$ cat config.mk
export PLATFORM = sky130hd
export DESIGN_NAME = regfile_wb_sched
export DESIGN_NICKNAME = d
export VERILOG_FILES = /design/src/rtl/regfile_pkg.sv /design/src/rtl/wb_scoreboard.sv /design/src/rtl/regfile_wb_sched.sv
export SDC_FILE = /design/constraint.sdc
export NUM_CORES = 1
export LEC_CHECK = 0
export CAP_MARGIN = 15
export CORE_MARGIN = 8
export CORE_UTILIZATION = 29
export DETAILED_ROUTE_END_ITERATION = 7
export GPL_ROUTABILITY_DRIVEN = 0
export PLACE_DENSITY = 0.61
export SLEW_MARGIN = 20
export SYNTH_ARGS = -nofsm -noshare
export SYNTH_HDL_FRONTEND = slang
export SYNTH_SLANG_ARGS = --single-unit
$ cat constraint.sdc
create_clock -name clk -period 5.7 [get_ports clk]
set_input_delay 1.14 -clock clk [delete_from_list [all_inputs] [get_ports clk]]
set_output_delay 1.14 -clock clk [all_outputs]
set_load 0.05 [all_outputs]
$ cat src/rtl/regfile_pkg.sv
// Shared constants and types for the register-file write-back scheduler and its scoreboard.
package regfile_pkg;

    localparam int BIT_SIZE_DEF     = 32;
    localparam int REG_ADDR_W       = 5;
    localparam int NUM_REGS         = 32;
    localparam int STARVE_LIMIT_DEF = 3;
    // Wide enough for the largest legal starve_limit (15).
    localparam int STARVE_CNT_W     = 4;

    typedef logic [REG_ADDR_W-1:0] reg_addr_t;

    typedef enum logic [1:0] {
        GNT_NONE,
        GNT_A,
        GNT_B
    } grant_e;

    // r0 is hard-wired to zero, so it is never written and never tracked.
    function automatic logic is_r0(input reg_addr_t addr);
        return addr == '0;
    endfunction

endpackage

$ cat src/rtl/wb_scoreboard.sv
// Pending-write scoreboard: one busy bit per architectural register, with
// set on reservation, clear on Regfile write, and read-port hazard lookup.
module wb_scoreboard
    import regfile_pkg::*;
(
    input  logic                  clk,
    input  logic                  rst,
    input  logic                  rsv_valid,
    input  logic [REG_ADDR_W-1:0] rsv_addr,
    output logic                  rsv_ready,
    input  logic                  clr_en,
    input  logic [REG_ADDR_W-1:0] clr_addr,
    input  logic [REG_ADDR_W-1:0] Read_addr_1,
    input  logic [REG_ADDR_W-1:0] Read_addr_2,
    output logic                  stall_1,
    output logic                  stall_2
);

    logic [NUM_REGS-1:1] busy_q;
    logic [NUM_REGS-1:0] busy;
    logic [NUM_REGS-1:0] busy_d;
    logic                set_en;

    assign busy = {busy_q, 1'b0};

    assign rsv_ready = rst & ~busy[rsv_addr];
    assign set_en    = rsv_valid & rsv_ready & ~is_r0(rsv_addr);

    assign stall_1 = busy[Read_addr_1];
    assign stall_2 = busy[Read_addr_2];

    // Set is applied after clear, so a same-edge reservation keeps the register busy.
    always_comb begin
        // NOTE: default every always_comb output first so no path leaves it unassigned (no latch).
        busy_d = busy;
        if (clr_en) begin
            busy_d[clr_addr] = 1'b0;
        end
        if (set_en) begin
            busy_d[rsv_addr] = 1'b1;
        end
    end

    always_ff @(posedge clk or negedge rst) begin
        if (!rst) begin
            busy_q <= '0;
        end else begin
            // NOTE: sequential state uses non-blocking assignment so every flop samples pre-edge values.
            busy_q <= busy_d[NUM_REGS-1:1];
        end
    end

endmodule

$ cat src/rtl/regfile_wb_sched.sv
// Write-back scheduler: arbitrates ALU (A) and memory (B) results onto the single
// Regfile write port with B priority and starvation protection for A.
module regfile_wb_sched
    import regfile_pkg::*;
#(
    parameter int bit_size     = BIT_SIZE_DEF,
    parameter int starve_limit = STARVE_LIMIT_DEF
) (
    input  logic                  clk,
    input  logic                  rst,
    input  logic                  rsv_valid,
    input  logic [REG_ADDR_W-1:0] rsv_addr,
    output logic                  rsv_ready,
    input  logic                  a_valid,
    input  logic [REG_ADDR_W-1:0] a_addr,
    input  logic [bit_size-1:0]   a_data,
    output logic                  a_ready,
    input  logic                  b_valid,
    input  logic [REG_ADDR_W-1:0] b_addr,
    input  logic [bit_size-1:0]   b_data,
    output logic                  b_ready,
    output logic                  RegWrite,
    output logic [REG_ADDR_W-1:0] Write_addr,
    output logic [bit_size-1:0]   Write_data,
    input  logic [REG_ADDR_W-1:0] Read_addr_1,
    input  logic [REG_ADDR_W-1:0] Read_addr_2,
    output logic                  stall_1,
    output logic                  stall_2
);

    localparam logic [STARVE_CNT_W-1:0] LIMIT = STARVE_CNT_W'(starve_limit);

    logic [STARVE_CNT_W-1:0] starve_cnt;
    grant_e                  grant;
    logic                    xfer;
    logic [REG_ADDR_W-1:0]   xfer_addr;
    logic [bit_size-1:0]     xfer_data;

    // A only overrides B once it has been denied starve_limit cycles in a row.
    always_comb begin
        grant = GNT_NONE;
        if (rst) begin
            if (a_valid && starve_cnt == LIMIT) begin
                grant = GNT_A;
            end else if (b_valid) begin
                grant = GNT_B;
            end else if (a_valid) begin
                grant = GNT_A;
            end
        end
    end

    assign a_ready   = (grant == GNT_A);
    assign b_ready   = (grant == GNT_B);
    assign xfer      = a_ready | b_ready;
    assign xfer_addr = b_ready ? b_addr : a_addr;
    assign xfer_data = b_ready ? b_data : a_data;

    always_ff @(posedge clk or negedge rst) begin
        if (!rst) begin
            starve_cnt <= '0;
        end else if (!a_valid || a_ready) begin
            starve_cnt <= '0;
        end else if (starve_cnt != LIMIT) begin
            starve_cnt <= starve_cnt + 1'b1;
        end
    end

    // Address and data hold between transfers; only RegWrite pulses.
    always_ff @(posedge clk or negedge rst) begin
        if (!rst) begin
            RegWrite   <= 1'b0;
            Write_addr <= '0;
            Write_data <= '0;
        end else begin
            RegWrite <= xfer & ~is_r0(xfer_addr);
            if (xfer) begin
                Write_addr <= xfer_addr;
                Write_data <= xfer_data;
            end
        end
    end

    wb_scoreboard u_scoreboard (
        .clk         (clk),
        .rst         (rst),
        .rsv_valid   (rsv_valid),
        .rsv_addr    (rsv_addr),
        .rsv_ready   (rsv_ready),
        .clr_en      (RegWrite),
        .clr_addr    (Write_addr),
        .Read_addr_1 (Read_addr_1),
        .Read_addr_2 (Read_addr_2),
        .stall_1     (stall_1),
        .stall_2     (stall_2)
    );

endmodule

# [Word level (Yosys, flattened, before mapping)]
# Cells that the tools add are included.
[totals] reg_bits=73 input_bits=94 out_inout_bits=43 elab_cells=55
[classes] addsub=1 order_cmp=6 eq_ne=4 mux=20 bitwise=11 n_reduce_logical=8
[op_table] operator="32-bit 2-to-1 mux" count=3
[op_table] operator="32-bit AND" count=1
[op_table] operator="32-bit NOT" count=1
[op_table] operator="32-bit OR" count=1
[op_table] operator="5-bit by 6-bit less-than comparator with 1-bit output (second input constant)" count=4
[op_table] operator="1-bit binary-select mux with 5-bit select" count=3
[op_table] operator="1-bit demux with 5-bit select" count=2
[op_table] operator="5-bit by 1-bit >= comparator with 1-bit output (second input constant)" count=2
[op_table] operator="5-bit logical NOT" count=2
[op_table] operator="4-bit 2-to-1 mux" count=2
[op_table] operator="1-bit 2-to-1 mux" count=6
[op_table] operator="2-bit 2-to-1 mux" count=3
[op_table] operator="5-bit 2-to-1 mux" count=1
[op_table] operator="4-bit by 1-bit adder with 4-bit output (second input constant)" count=1
[op_table] operator="1-bit AND" count=4
[op_table] operator="4-bit by 2-bit equality test with 1-bit output (second input constant)" count=1
[op_table] operator="4-bit by 2-bit != test with 1-bit output (second input constant)" count=1
[op_table] operator="1-bit logical AND" count=3
[op_table] operator="1-bit NOT" count=3
[op_table] operator="2-bit by 1-bit equality test with 1-bit output (second input constant)" count=1
[op_table] operator="2-bit equality test (second input constant)" count=1
[op_table] operator="2-bit nonzero test" count=1
[op_table] operator="1-bit logical NOT" count=1
[op_table] operator="1-bit logical OR" count=1
[op_table] operator="1-bit OR" count=1

# [Longest topological paths before layout]
[depth] ltp_word=9 mapped_depth=11 depth_no_buf=8

# [Hierarchy]
# From an unflattened synthesis, not the netlist that was laid out.
[unflattened] cells_unflattened=413 area_unflattened_um2=4366.7
[modules_own_cells] mod="wb_scoreboard" instances=1 cells_each=219 area_per_inst_um2=2343.5 seq_area_each_um2=775.7
[modules_own_cells] mod="regfile_wb_sched" instances=1 cells_each=194 area_per_inst_um2=2023.2 seq_area_each_um2=1051.0

# [Worst setup path after synthesis]
# Ideal clock, no wire load.
[synth_path] path_type="input to output" startpoint="input rsv_addr[1]" endpoint="output rsv_ready" arrival_time_ps=4589 t_required_ps=4560 setup_slack_ps=-29 cell_stages=6 path_buffers=2 path_cell_list="buf_4 > clkbuf_1 > mux4_2 > mux2i_1 > o21ai_0 > a2111oi_0"
[synth_via] elab_chain_cells=4
[synth_rtl] element="start: declaration" line_no="regfile_wb_sched.sv:12" text="input logic [REG_ADDR_W-1:0] rsv_addr,"
[synth_rtl] element="1-bit binary-select mux with 5-bit select" line_no="wb_scoreboard.sv:26" text="assign rsv_ready = rst & ~busy[rsv_addr];"
[synth_rtl] element="1-bit 2-to-1 mux (implied by the code)" line_no="wb_scoreboard.sv:26"
[synth_rtl] element="1-bit NOT" line_no="wb_scoreboard.sv:26"
[synth_rtl] element="1-bit AND" line_no="wb_scoreboard.sv:26"
[synth_rtl] element="end: declaration" line_no="regfile_wb_sched.sv:13" text="output logic rsv_ready,"
# No other way between the ends. The select of a mux whose other input is x is not followed.

# [Worst setup path in the final report]
# Same ends and word-level chain as after synthesis.

==> results <==
- The run finished with clean final reports.
- For the pin with the worst max-slew slack, the measured transition is between 900 and 1000 ps.
- In this run the horizontal extent of the chip is between 100 and 150 µm.
- The aggregate negative setup slack is 0 ps.
- The uppermost layer routed is met4.
- The clock share of power is a little over a quarter.
- Clock tree synthesis selected as its root buffer the cell sky130_fd_sc_hd__clkbuf_16.
- The largest net degree at the start of global routing is 76.
- The number of hold-repair buffers added at the cts stage is 0.
- The ratio of routed vias to standard cells is just over 5.
- The element type at the critical path end is a primary output.
- Once layout is done, the placed cells without fillers occupy around 6100 µm².
- For this run, the slowest stage of the critical path takes ~900 ps.
- Max-cap violations in this run came to 0.
- The total die area is 18730 µm².
- Setup repair after global routing left no endpoint under its margin.
- The count of unresolved DRC violations after routing is 0.
- Detailed routing placed a total of roughly 6.0 mm of wire on met2.
- The Yosys warning count is 0.
- The all-layer global routing usage is between 10 and 15%.
- The switching power as a share of total power is about 37%.
- The count of flip-flops with a built-in enable after synthesis is 0.
- The post-cts sizing count is 0.
- The worst-case IR drop observed on VDD is roughly 0.21 mV.
- The depth of the most critical reg-to-reg path is 7.
- The clock transition at the registers of the reported paths is 50 ps.
- The met3 wire length is 1.655 mm.
- By area the synthesized netlist is led by sky130_fd_sc_hd__dfrtp_1 (43%), sky130_fd_sc_hd__mux4_2 (12%), sky130_fd_sc_hd__mux2i_1 (11%), sky130_fd_sc_hd__o21ai_0 (10%), sky130_fd_sc_hd__nand2_1 (5.7%).
- The gate count of the mapped netlist is just over 400.
- The most used flip-flop cell after synthesis is sky130_fd_sc_hd__dfrtp_1.
- Counting along the longest clock path gives a buffer depth of 2.
- The count of antenna-violating nets left after detailed routing is 0.
- 0 antenna diodes ended up in the layout.
- The fmax is 0.1877 GHz.
- The most used standard cell by instance count after synthesis is sky130_fd_sc_hd__o21ai_0.
- The post-route netlist has between 10% and 20% of its cells at a drive strength greater than 1.
- The max-slew violation count is 0.
- The total of endpoints with negative setup slack in the final report is 0.
- Traced cell by cell, the critical path runs through clkdlybuf4s50_1, mux2_2, a31oi_2, o21ai_2, a2111oi_1, clkdlybuf4s50_1.
- The hold violation count in the final report is 0.
- The post-synthesis sequential area ratio is a little over two fifths.
- For this design the ratio of total power to cell area is 399.1 nW/µm².
- The startpoint identified for the worst hold timing path is Write_data[18].
- The worst register-to-register path begins at starve_cnt[0].
- Counting flops and latches in the post-synthesis netlist gives 73.
- The number of buffers and inverters on the critical path is 2.
- The library cell with the largest summed area after synthesis is sky130_fd_sc_hd__dfrtp_1.
- The worst hold path endpoint is Write_data[18].
- Each instance of the synthesized netlist takes up on average 10.36 µm².
- The family with the most delay on the worst path is buffers and inverters.
- The category of the worst setup path launch point is a primary input.
- The aggregate global routing overflow is 0.
- The maximum fanout along the worst path is 19.
- The first global-routing pass estimated 21.45 mm of wire.
- The cell that appears most often on the critical path is sky130_fd_sc_hd__clkdlybuf4s50_1.
- TritonCTS created 9 clock buffers.
- The via count of the first global-routing pass was a little under 4000.
- The worst-skew pair later-pin latency is roughly 330 ps.
- Summed over all cells, the static leakage comes to between 2 and 2.5 nW.
- The CTS tree is built.
- The area share of the largest cell type after synthesis is a little over two fifths.
- The total wire length after detailed routing is about 14 mm.
- Synthesis produced a netlist with a net count of between 500 and 600.
- The die outline height is between 100 and 150 µm.
- The number of antenna violations at the first check in global routing is 0.
- Headroom to the max-slew limit came out at between 30% and 40%.
- The total via count after detailed routing is between 3000 and 4000.
- The number of buffers inserted by port buffering is 136.
- The class of the most critical hold timing path is register to register.
- The worst endpoint data arrival time is around 4200 ps.
- Summed over all nets, the switching power comes to a little over 0.9 mW.
- Subtracting the final worst setup slack from the clock period gives 5328 ps.
- The TritonCTS sink count is 73.
- Combinational logic burns 37.4% of the power.
- The floorplan has 44 rows.
- The internal power is between 1.5 and 2 mW.
- The endpoint required time on the critical path is 4560 ps.
- The share of the cycle needed by the critical path after routing is between 90% and 100%.
- The hold path depth is 2.
- The total placed instance area is slightly below 6000 µm².
- The post-CTS setup repair buffer count is 0.
- In the synthesized netlist the async set-or-reset flop fraction comes to 100.0%.
- The H-tree generated during clock tree synthesis spans 3 levels.
- The classification of the worst setup path is primary input to primary output.
- The capture point of the worst reg-to-reg path is Write_data[25].
- The core footprint is between 10000 and 15000 µm².
- In the final design database the tool counted between 600 and 700 nets.
- Registers are responsible for a little over a third of the overall power.
- The netlist area before placement is about 4200 µm².
- The completed layout was analyzed and its total power is 2.437 mW.
- The initial core utilization is between 20 and 30%.
- The HPWL after detailed placement is between 10 and 15 mm.
- In the final routed layout, each cell accounts on average for around 19 µm.
- For the final database, setup skew stands at 8.591 ps.
- The unique cell type count in the Yosys netlist is 42.
- The detailed-route wire length on metal 1 is 5.830 mm.
- The first-pass iteration count of the detailed router is 5.
- The first routing iteration left approximately 360 violations.
- The final hold slack is ~490 ps.
- Counting the fill cells in the layout gives 1406.
- In the synthesized netlist, the cells that appear most often are sky130_fd_sc_hd__o21ai_0 (88), sky130_fd_sc_hd__dfrtp_1 (73), sky130_fd_sc_hd__nand2_1 (64).
- approximately 140 I/O pins were placed.
- Relative to the synthesized area, the layout overhead comes to 44.12%.
- The worst setup slack for register-to-register paths is a little under 3000 ps.
- The cell with the largest stage delay on the worst path is sky130_fd_sc_hd__clkdlybuf4s50_1.
==> logic make-up (layout without fill, tap and decap cells) <==
group / after synthesis / in the layout / synth area share [%]
compound gates: 111 / 111 / 14.80
buf+inv: 32 / 162 / 3.160
fa+ha+maj: 3 / 3 / 0.8861
mux: 74 / 74 / 24.42
flops: 73 / 73 / 43.12
xor+xnor: 2 / 2 / 0.4135
simple gates: 114 / 114 / 13.20
==> power groups by stage <==
| stage | clock network, mW | registers (mW) | logic [mW] |
|---|---|---|---|
| 3_3_place_gp | 0 | 0.871 | 0.898 |
| 6_report | 0.649 | 0.876 | 0.912 |
| 3_5_place_dp | 0 | 0.872 | 0.918 |
| 4_1_cts | 0.664 | 0.866 | 0.920 |
| 2_1_floorplan | 0 | 0.976 | 0.424 |
| 5_1_grt | 0.688 | 0.890 | 0.984 |
==> final cells by class <==
class,count,area [µm²],share of cell area [%]
multi-input cells,304,2280,37.34
flip-flops and latches,73,1827,29.92
repair buffers,143,1411,23.11
clock buffers,10,239.0,3.914
well taps,184,230.2,3.770
clock inverters,5,103.9,1.701
inverters,4,15.01,0.2459
==> per-layer routing <==
layer  vias up  track usage [%]
li1       1761                -
met1      1752            18.49
met2       229            22.56
met3        17            6.461
met4         0            4.768
met5         -                0
==> flip-flops by register name (all words and copies together) (netlist names) <==
name	flops
RegWrite	1
Write_addr	5
Write_data	32
starve_cnt	4
u_scoreboard.busy_q	31
==> worst max path at each step <==
stage | depth (start not counted) | from | endpoint
floorplan | 6 | rsv_addr[1] | rsv_ready
global placement | 6 | rsv_addr[1] | rsv_ready
detailed placement | 6 | rsv_addr[1] | rsv_ready
CTS | 6 | rsv_addr[1] | rsv_ready
global route | 6 | rsv_addr[1] | rsv_ready
finish | 6 | rsv_addr[1] | rsv_ready
==> placed cells by master, fill, tap and decap left out, types with 2 or more instances in the layout <==
| cell type | count |
|---|---|
| sky130_fd_sc_hd__clkdlybuf4s50_1 | 135 |
| sky130_fd_sc_hd__o21ai_0 | 88 |
| sky130_fd_sc_hd__dfrtp_1 | 73 |
| sky130_fd_sc_hd__nand2_1 | 64 |
| sky130_fd_sc_hd__mux2i_1 | 46 |
| sky130_fd_sc_hd__mux4_2 | 23 |
| sky130_fd_sc_hd__clkbuf_16 | 9 |
| sky130_fd_sc_hd__nor2_1 | 8 |
| sky130_fd_sc_hd__o31ai_1 | 8 |
| sky130_fd_sc_hd__buf_4 | 8 |
| sky130_fd_sc_hd__nand3_1 | 6 |
| sky130_fd_sc_hd__nand3b_1 | 6 |
| sky130_fd_sc_hd__nand2b_1 | 6 |
| sky130_fd_sc_hd__mux2_2 | 5 |
| sky130_fd_sc_hd__nor3b_1 | 5 |
| sky130_fd_sc_hd__or2_2 | 4 |
| sky130_fd_sc_hd__inv_1 | 4 |
| sky130_fd_sc_hd__or3b_2 | 4 |
| sky130_fd_sc_hd__o41ai_1 | 4 |
| sky130_fd_sc_hd__bufinv_16 | 3 |
| sky130_fd_sc_hd__or3_1 | 2 |
| sky130_fd_sc_hd__nor3_1 | 2 |
| sky130_fd_sc_hd__xor2_1 | 2 |
| sky130_fd_sc_hd__ha_1 | 2 |
==> stage by stage <==
step / setup WS [ps] / utilization, % / std cells
4_1_cts: 415.8 / 42.33 / 723
3_3_place_gp: 476.3 / 39.95 / 708
5_1_grt: 243.4 / 42.33 / 723
6_report: 372.4 / 42.33 / 723
2_1_floorplan: 626.4 / - / 409
3_5_place_dp: 433.8 / 39.95 / 708
==> worst min-delay path: stages, from the launching register on <==
cell	delay, ps
sky130_fd_sc_hd__dfrtp_1	340
sky130_fd_sc_hd__nand2_1	50
sky130_fd_sc_hd__o21ai_0	60
Power figures use the tool's default switching activity.
